[config.mk]
export PLATFORM = sky130hd
export DESIGN_NAME = multi_clock_gen
export DESIGN_NICKNAME = d
export VERILOG_FILES = /design/src/rtl/multi_clock_gen_pkg.sv /design/src/rtl/clk_gen_channel.sv /design/src/rtl/multi_clock_gen.sv
export SDC_FILE = /design/constraint.sdc
export NUM_CORES = 1
export LEC_CHECK = 0
export CORE_MARGIN = 10
export CORE_UTILIZATION = 35
export DETAILED_ROUTE_END_ITERATION = 10
export PLACE_DENSITY = 0.57
export SLEW_MARGIN = 0
export SYNTH_ARGS = -nofsm -noshare
export SYNTH_HDL_FRONTEND = slang
export SYNTH_HIERARCHICAL = 1
export SYNTH_SLANG_ARGS = --single-unit
[constraint.sdc]
create_clock -name clk -period 3.13 [get_ports clk]
set_input_delay 0.4695 -clock clk [delete_from_list [all_inputs] [get_ports clk]]
set_output_delay 0.4695 -clock clk [all_outputs]
set_load 0.005 [all_outputs]
[src/rtl/multi_clock_gen_pkg.sv]
// Shared types for the multi-channel clock generator: channel FSM states,
// the per-channel timing record and its validity rule.
package multi_clock_gen_pkg;

  localparam int CFG_W = 16;

  typedef enum logic [1:0] {
    IDLE,
    DELAY,
    HIGH,
    LOW
  } chan_state_t;

  typedef struct packed {
    logic [CFG_W-1:0] period;
    logic [CFG_W-1:0] high;
    logic [CFG_W-1:0] phase;
  } chan_cfg_t;

  // A usable waveform needs at least one HIGH and one LOW cycle per period,
  // and a start delay shorter than one period.
  function automatic logic cfg_valid(input chan_cfg_t c);
    return (c.period >= CFG_W'(2)) && (c.high != '0) &&
           (c.high < c.period) && (c.phase < c.period);
  endfunction

endpackage

[src/rtl/clk_gen_channel.sv]
// One divided-clock channel: IDLE/DELAY/HIGH/LOW down-counting FSM with
// pending and active timing registers; output is registered from next state.
module clk_gen_channel
  import multi_clock_gen_pkg::*;
#(
  parameter int DEF_PERIOD = 10,
  parameter int DEF_HIGH   = 5,
  parameter int DEF_PHASE  = 0
) (
  input  logic      clk,
  input  logic      rst_n,
  input  logic      enable,
  input  logic      wr,
  input  chan_cfg_t wr_cfg,
  output logic      clk_out,
  output logic      running
);

  localparam chan_cfg_t DEF_CFG = '{
    period: CFG_W'(DEF_PERIOD),
    high:   CFG_W'(DEF_HIGH),
    phase:  CFG_W'(DEF_PHASE)
  };

  chan_state_t      state_q, state_d;
  logic [CFG_W-1:0] cnt_q, cnt_d;
  chan_cfg_t        pend_q, pend_d;
  chan_cfg_t        act_q, act_d;

  // NOTE: every variable gets a default before the case, so no path leaves
  // one unassigned and no latch is inferred.
  always_comb begin
    pend_d  = wr ? wr_cfg : pend_q;
    state_d = state_q;
    cnt_d   = cnt_q;
    act_d   = act_q;
    unique case (state_q)
      IDLE: begin
        act_d = pend_d;
        cnt_d = '0;
        if (enable) begin
          if (pend_d.phase == '0) begin
            state_d = HIGH;
            cnt_d   = pend_d.high;
          end else begin
            state_d = DELAY;
            cnt_d   = pend_d.phase;
          end
        end
      end
      DELAY: begin
        if (!enable) begin
          state_d = IDLE;
          cnt_d   = '0;
        end else if (cnt_q == CFG_W'(1)) begin
          state_d = HIGH;
          cnt_d   = act_q.high;
        end else begin
          cnt_d = cnt_q - CFG_W'(1);
        end
      end
      HIGH: begin
        // Enable is only honoured at the end of HIGH, so no runt pulse.
        if (cnt_q == CFG_W'(1)) begin
          if (enable) begin
            state_d = LOW;
            cnt_d   = act_q.period - act_q.high;
          end else begin
            state_d = IDLE;
            cnt_d   = '0;
          end
        end else begin
          cnt_d = cnt_q - CFG_W'(1);
        end
      end
      LOW: begin
        if (!enable) begin
          state_d = IDLE;
          cnt_d   = '0;
        end else if (cnt_q == CFG_W'(1)) begin
          // Period boundary: a write landing on this very cycle still counts.
          act_d   = pend_d;
          state_d = HIGH;
          cnt_d   = pend_d.high;
        end else begin
          cnt_d = cnt_q - CFG_W'(1);
        end
      end
      default: begin
        state_d = IDLE;
        cnt_d   = '0;
      end
    endcase
  end

  // NOTE: the timing registers are reset too, because after reset the
  // channel must run from the DEF_* values without any prior write.
  always_ff @(posedge clk or negedge rst_n) begin
    if (!rst_n) begin
      state_q <= IDLE;
      cnt_q   <= '0;
      pend_q  <= DEF_CFG;
      act_q   <= DEF_CFG;
      clk_out <= 1'b0;
      running <= 1'b0;
    end else begin
      // NOTE: non-blocking assignments keep all registers updating from
      // the same pre-edge values.
      state_q <= state_d;
      cnt_q   <= cnt_d;
      pend_q  <= pend_d;
      act_q   <= act_d;
      clk_out <= (state_d == HIGH);
      running <= (state_d != IDLE);
    end
  end

endmodule

[src/rtl/multi_clock_gen.sv]
// Multi-channel programmable clock/strobe generator: validates config writes,
// steers them to the addressed channel and reports rejected writes.
module multi_clock_gen
  import multi_clock_gen_pkg::*;
#(
  parameter int NCH        = 4,
  parameter int CW         = CFG_W,
  parameter int DEF_PERIOD = 10,
  parameter int DEF_HIGH   = 5,
  parameter int DEF_PHASE  = 0,
  localparam int CHW       = (NCH > 1) ? $clog2(NCH) : 1
) (
  input  logic           clk,
  input  logic           rst_n,
  input  logic [NCH-1:0] enable,
  input  logic           cfg_wr,
  input  logic [CHW-1:0] cfg_ch,
  input  logic [CW-1:0]  cfg_period,
  input  logic [CW-1:0]  cfg_high,
  input  logic [CW-1:0]  cfg_phase,
  output logic           cfg_err,
  output logic [NCH-1:0] clk_out,
  output logic [NCH-1:0] running
);

  chan_cfg_t wr_cfg;
  logic      wr_ok;

  always_comb begin
    wr_cfg = '{period: cfg_period, high: cfg_high, phase: cfg_phase};
    wr_ok  = cfg_valid(wr_cfg) && (int'(cfg_ch) < NCH);
  end

  always_ff @(posedge clk or negedge rst_n) begin
    if (!rst_n) begin
      cfg_err <= 1'b0;
    end else begin
      cfg_err <= cfg_wr && !wr_ok;
    end
  end

  for (genvar g = 0; g < NCH; g++) begin : g_ch
    clk_gen_channel #(
      .DEF_PERIOD(DEF_PERIOD),
      .DEF_HIGH  (DEF_HIGH),
      .DEF_PHASE (DEF_PHASE)
    ) u_ch (
      .clk    (clk),
      .rst_n  (rst_n),
      .enable (enable[g]),
      .wr     (cfg_wr && wr_ok && (cfg_ch == CHW'(g))),
      .wr_cfg (wr_cfg),
      .clk_out(clk_out[g]),
      .running(running[g])
    );
  end

endmodule

==> impl_summary.log <==
INFO  metric maxClockFrequency = 287 MHz
INFO  metric grt_pass1_vias = 19,700
INFO  metric avgViaCountPerCell = 5.59
INFO  metric maxCapViolCount = 0
INFO  metric detailedPlacementHpwl = 61,800 µm
INFO  metric mostFrequentLayoutCell = dfrtp_1
INFO  metric number_of_core_rows = 94
INFO  metric numPortBuffers = 65
INFO  metric shortest_clock_period_the_worst_path_allows_after_layout = 3.48 ns
INFO  metric synth_enable_flop_cells = 0
INFO  metric post_drt_wl_per_cell = 24.0 µm
INFO  metric drtPass1Iterations = 5
INFO  metric pre_cts_slack = -1.49 ns
INFO  metric grt_max_degree = 70
INFO  metric synthArstFlopShare = 100%
INFO  metric outcome = finished, violations left
INFO  metric detailroute.via_count = 20,000
INFO  metric synth-main-ff-cell = dfrtp_1
INFO  metric cellPowerDensity = 940 nW/µm²
INFO  metric detail_route.drc_violations = 0
INFO  metric worstPathBufferInverterCount = 7
INFO  metric setup_repair_after_global_routing_missed_its_margin = true
INFO  metric yosys.area.top_type = dfrtp_1
INFO  metric numPlacedInstances = 3,432
INFO  metric number_of_max_slew_violations_in_the_final_report = 0
INFO  metric syn_avg_cell_area = 9.98 µm²
INFO  metric post-route-worst-setup-slack = -0.353 ns
INFO  metric path_class = in2reg
INFO  metric met2WireLength = 38,100 µm
INFO  metric worst-endpoint-required = 3.66 ns
INFO  metric die_area = 77,600 µm²
INFO  metric layout.core_utilization = 47.0%
INFO  metric worst_setup_hold_path_clk_slew = 0.06 ns
INFO  metric timing_worst_slew_pin_value = 0.975 ns
INFO  metric drt-initial-drc-count = 1,743
INFO  metric setup_viol_count_final = 80
INFO  metric critical_path.most_common_cell = buf_6
INFO  metric skew = 0.0180 ns
INFO  metric synth.yosys.seq_area_share = 43.1%
INFO  metric period_share = 111%
INFO  metric crit_path_max_fanout = 7
INFO  metric cp_top_family = simple AND/OR/NAND/NOR gates
INFO  metric ys_top_cells_by_area = dfrtp_1 39%, mux2_2 10%, ha_1 5.5%
INFO  metric clock_tree_buf_depth = 3
INFO  metric wirelength = 85,800 µm
INFO  metric violations = negative setup slack
INFO  metric total_negative_setup_slacks = -17.12 ns
INFO  metric path_cells = dlygate4sd2_1 -> buf_6 -> nor4_1 -> nand4_1 -> nand3_2 -> or4_4 -> buf_12 -> buf_12 -> nor4_4 -> buf_6 -> mux2_4 -> nor4_4 -> and4_4 -> buf_4 -> buf_6 -> a21oi_4 -> o22ai_2
INFO  metric grt_first_pass_wirelength = 128,000 µm
INFO  metric cts_made_buffers = 47
INFO  metric floorplan.initialDensity = 35.5%
INFO  metric ir_worst_vdd = 404 µV
INFO  metric die_h = 279 µm
INFO  metric hold_class = in2reg
INFO  metric max-slew-margin-rel = 34.5%
INFO  metric routabilityCongestion = 0.935
INFO  metric worst_path_cell_with_the_longest_stage_delay = or4_4
INFO  metric commonest_cells_after_routing_fill_and_taps_aside = 369 x dfrtp_1, 241 x buf_4, 183 x a21oi_1
INFO  metric netlist_area = 23,400 µm²
INFO  metric core_region_area = 66,000 µm²
INFO  metric post-synth-top-area-fraction = 39.5%
INFO  metric top_level_ports = 66
INFO  metric cts.sink_count = 401
INFO  metric filler_cell_count = 6,028
INFO  metric postSynthRegisterBits = 401
INFO  metric route.top_layer_used = met4
INFO  metric clock-root-buffer = clkbuf_16
INFO  metric hold_viol_final = 0
INFO  metric ff_latch_area = 10,100 µm²
INFO  metric clock_latency_on_the_worst_skew_pair = 0.60 ns
INFO  metric antenna_violations_before_repair = 4
INFO  metric post_synth_num_cell_types = 97
INFO  metric multiInputGateArea = 13,900 µm²
INFO  metric final_instance_count_excl_fillers = 3,581
INFO  metric tritoncts_clock_tree = done
INFO  metric max_stage_delay = 0.57 ns
INFO  metric post_layout_nets = 2,839
INFO  metric area_growth_from_synthesis_to_layout = 32.6%
INFO  metric syn-instance-count = 2,344
INFO  metric htree_levels = 2
INFO  metric worstSetupEndpointType = flip-flop
INFO  metric synth_fp_nets = 2,507
INFO  metric critPathLaunchType = input port
INFO  metric wl_met3 = 6620 µm
INFO  metric globalRoute.totalOverflow = 0
INFO  metric synth_warnings = 6
INFO  metric fin_hold_ws = 0.340 ns
INFO  metric worst-endpoint-arrival = 4.01 ns
INFO  metric chipWidth = 279 µm
INFO  metric ant_nets = 0
INFO  metric met1_length = 38,600 µm
INFO  metric globalRouteTotalUtil = 21.4%
INFO  metric power.static_leakage = 13.7 nW
INFO  metric final_layout_size_suffix_gt1_share = 34.2%
-- final timing paths --
check	depth (start not counted)	slack (ns)	start	endpoint
max in group asynchronous	3	1.63	rst_n	g_ch[3].u_ch/pend_q[45]$_DFF_PN0_
min reg2reg	1	0.49	g_ch[0].u_ch/pend_q[39]$_DFF_PN0_	g_ch[0].u_ch/pend_q[39]$_DFF_PN0_
max reg2reg	10	0.36	g_ch[0].u_ch/act_q[32]$_DFFE_PN0P_	g_ch[0].u_ch/cnt_q[12]$_DFF_PN0_
min in group asynchronous	2	0.46	rst_n	g_ch[1].u_ch/cnt_q[4]$_DFF_PN0_
min	3	0.34	cfg_period[2]	g_ch[0].u_ch/pend_q[34]$_DFF_PN0_
max	17	-0.35	cfg_high[13]	g_ch[2].u_ch/cnt_q[10]$_DFF_PN0_
-- tightest hold or removal path: cells and delay by family --
family                 cells  cell delay (ns)
multiplexers               1             0.17
buffers and inverters      2             0.27
-- metrics by stage --
stage / power, mW / area [µm²]
finish: 29.1 / 31000
CTS: 28.8 / 30100
detailed placement: 22.8 / 27600
global placement: 22.6 / 27600
floorplan: 18.3 / 24200
global route: 31.1 / 31000
-- sequential cells by signal, summed over array words and instances, names as in the netlist --
| signal | count |
|---|---|
| cfg_err | 1 |
| g_ch.u_ch/running | 4 |
| g_ch.u_ch/cnt_q | 64 |
| g_ch.u_ch/clk_out | 4 |
| g_ch.u_ch/act_q | 128 |
| g_ch.u_ch/pend_q | 192 |
| g_ch.u_ch/state_q | 8 |
-- Yosys cell counts (15+ instances only) --
master	count
dfrtp_1	369
mux2_2	209
a21oi_1	208
nor2_1	190
inv_1	155
o21ai_0	133
nand2_1	121
ha_1	102
clkbuf_1	57
mux2i_1	54
xnor2_1	49
a21o_1	39
nand3_1	39
buf_2	35
xor2_1	34
dfstp_2	32
nor4_1	31
o22ai_1	30
nand2b_1	28
nor3_1	28
o21bai_1	24
a31oi_1	22
a211oi_1	21
o211ai_1	18
o21ai_1	15
-- power breakdown --
group,switching (mW),total [mW],internal (mW)
Sequential,1.51,8.77,7.26
Clock,2.34,5.56,3.21
Combinational,8.05,14.8,6.77
-- logic make-up after synthesis --
logic type | Yosys count | share of synthesized area, %
AOI/OAI and AO/OA | 632 | 17.1
xor gates and xnor gates | 83 | 3.11
adders and majority gates | 106 | 5.80
buffers and inverters | 265 | 4.75
DFF | 401 | 43.1
muxes | 275 | 13.0
and+or+nand+nor | 582 | 13.2
-- routing by layer --
layer / GRT usage (%) / vias to the layer above
met2: 32.8 / 691
met3: 4.98 / 127
met5: 0 / -
li1: - / 9147
met1: 29.6 / 10000
met4: 5.81 / 0
-- layout make-up --
| class | instances | share of cell area [%] |
|---|---|---|
| inverters | 157 | 2.12 |
| well taps | 864 | 3.49 |
| flip-flops and latches | 401 | 32.5 |
| repair buffers | 391 | 12.1 |
| multi-input cells | 1678 | 44.8 |
| clock inverters | 14 | 0.407 |
| diodes | 4 | 0.0323 |
| clock buffers | 72 | 4.58 |
-- what timing repair did --
action                     in CTS  in global routing
hold buffers                    1                  0
cloned                          4                  3
setup endpoints to repair     365                126
hold endpoints to repair       56                  0
pin swaps                      84                 79
buffers inserted               36                 40
gates resized for setup       338                234
Note: power is estimated with default switching activity, not from simulation.
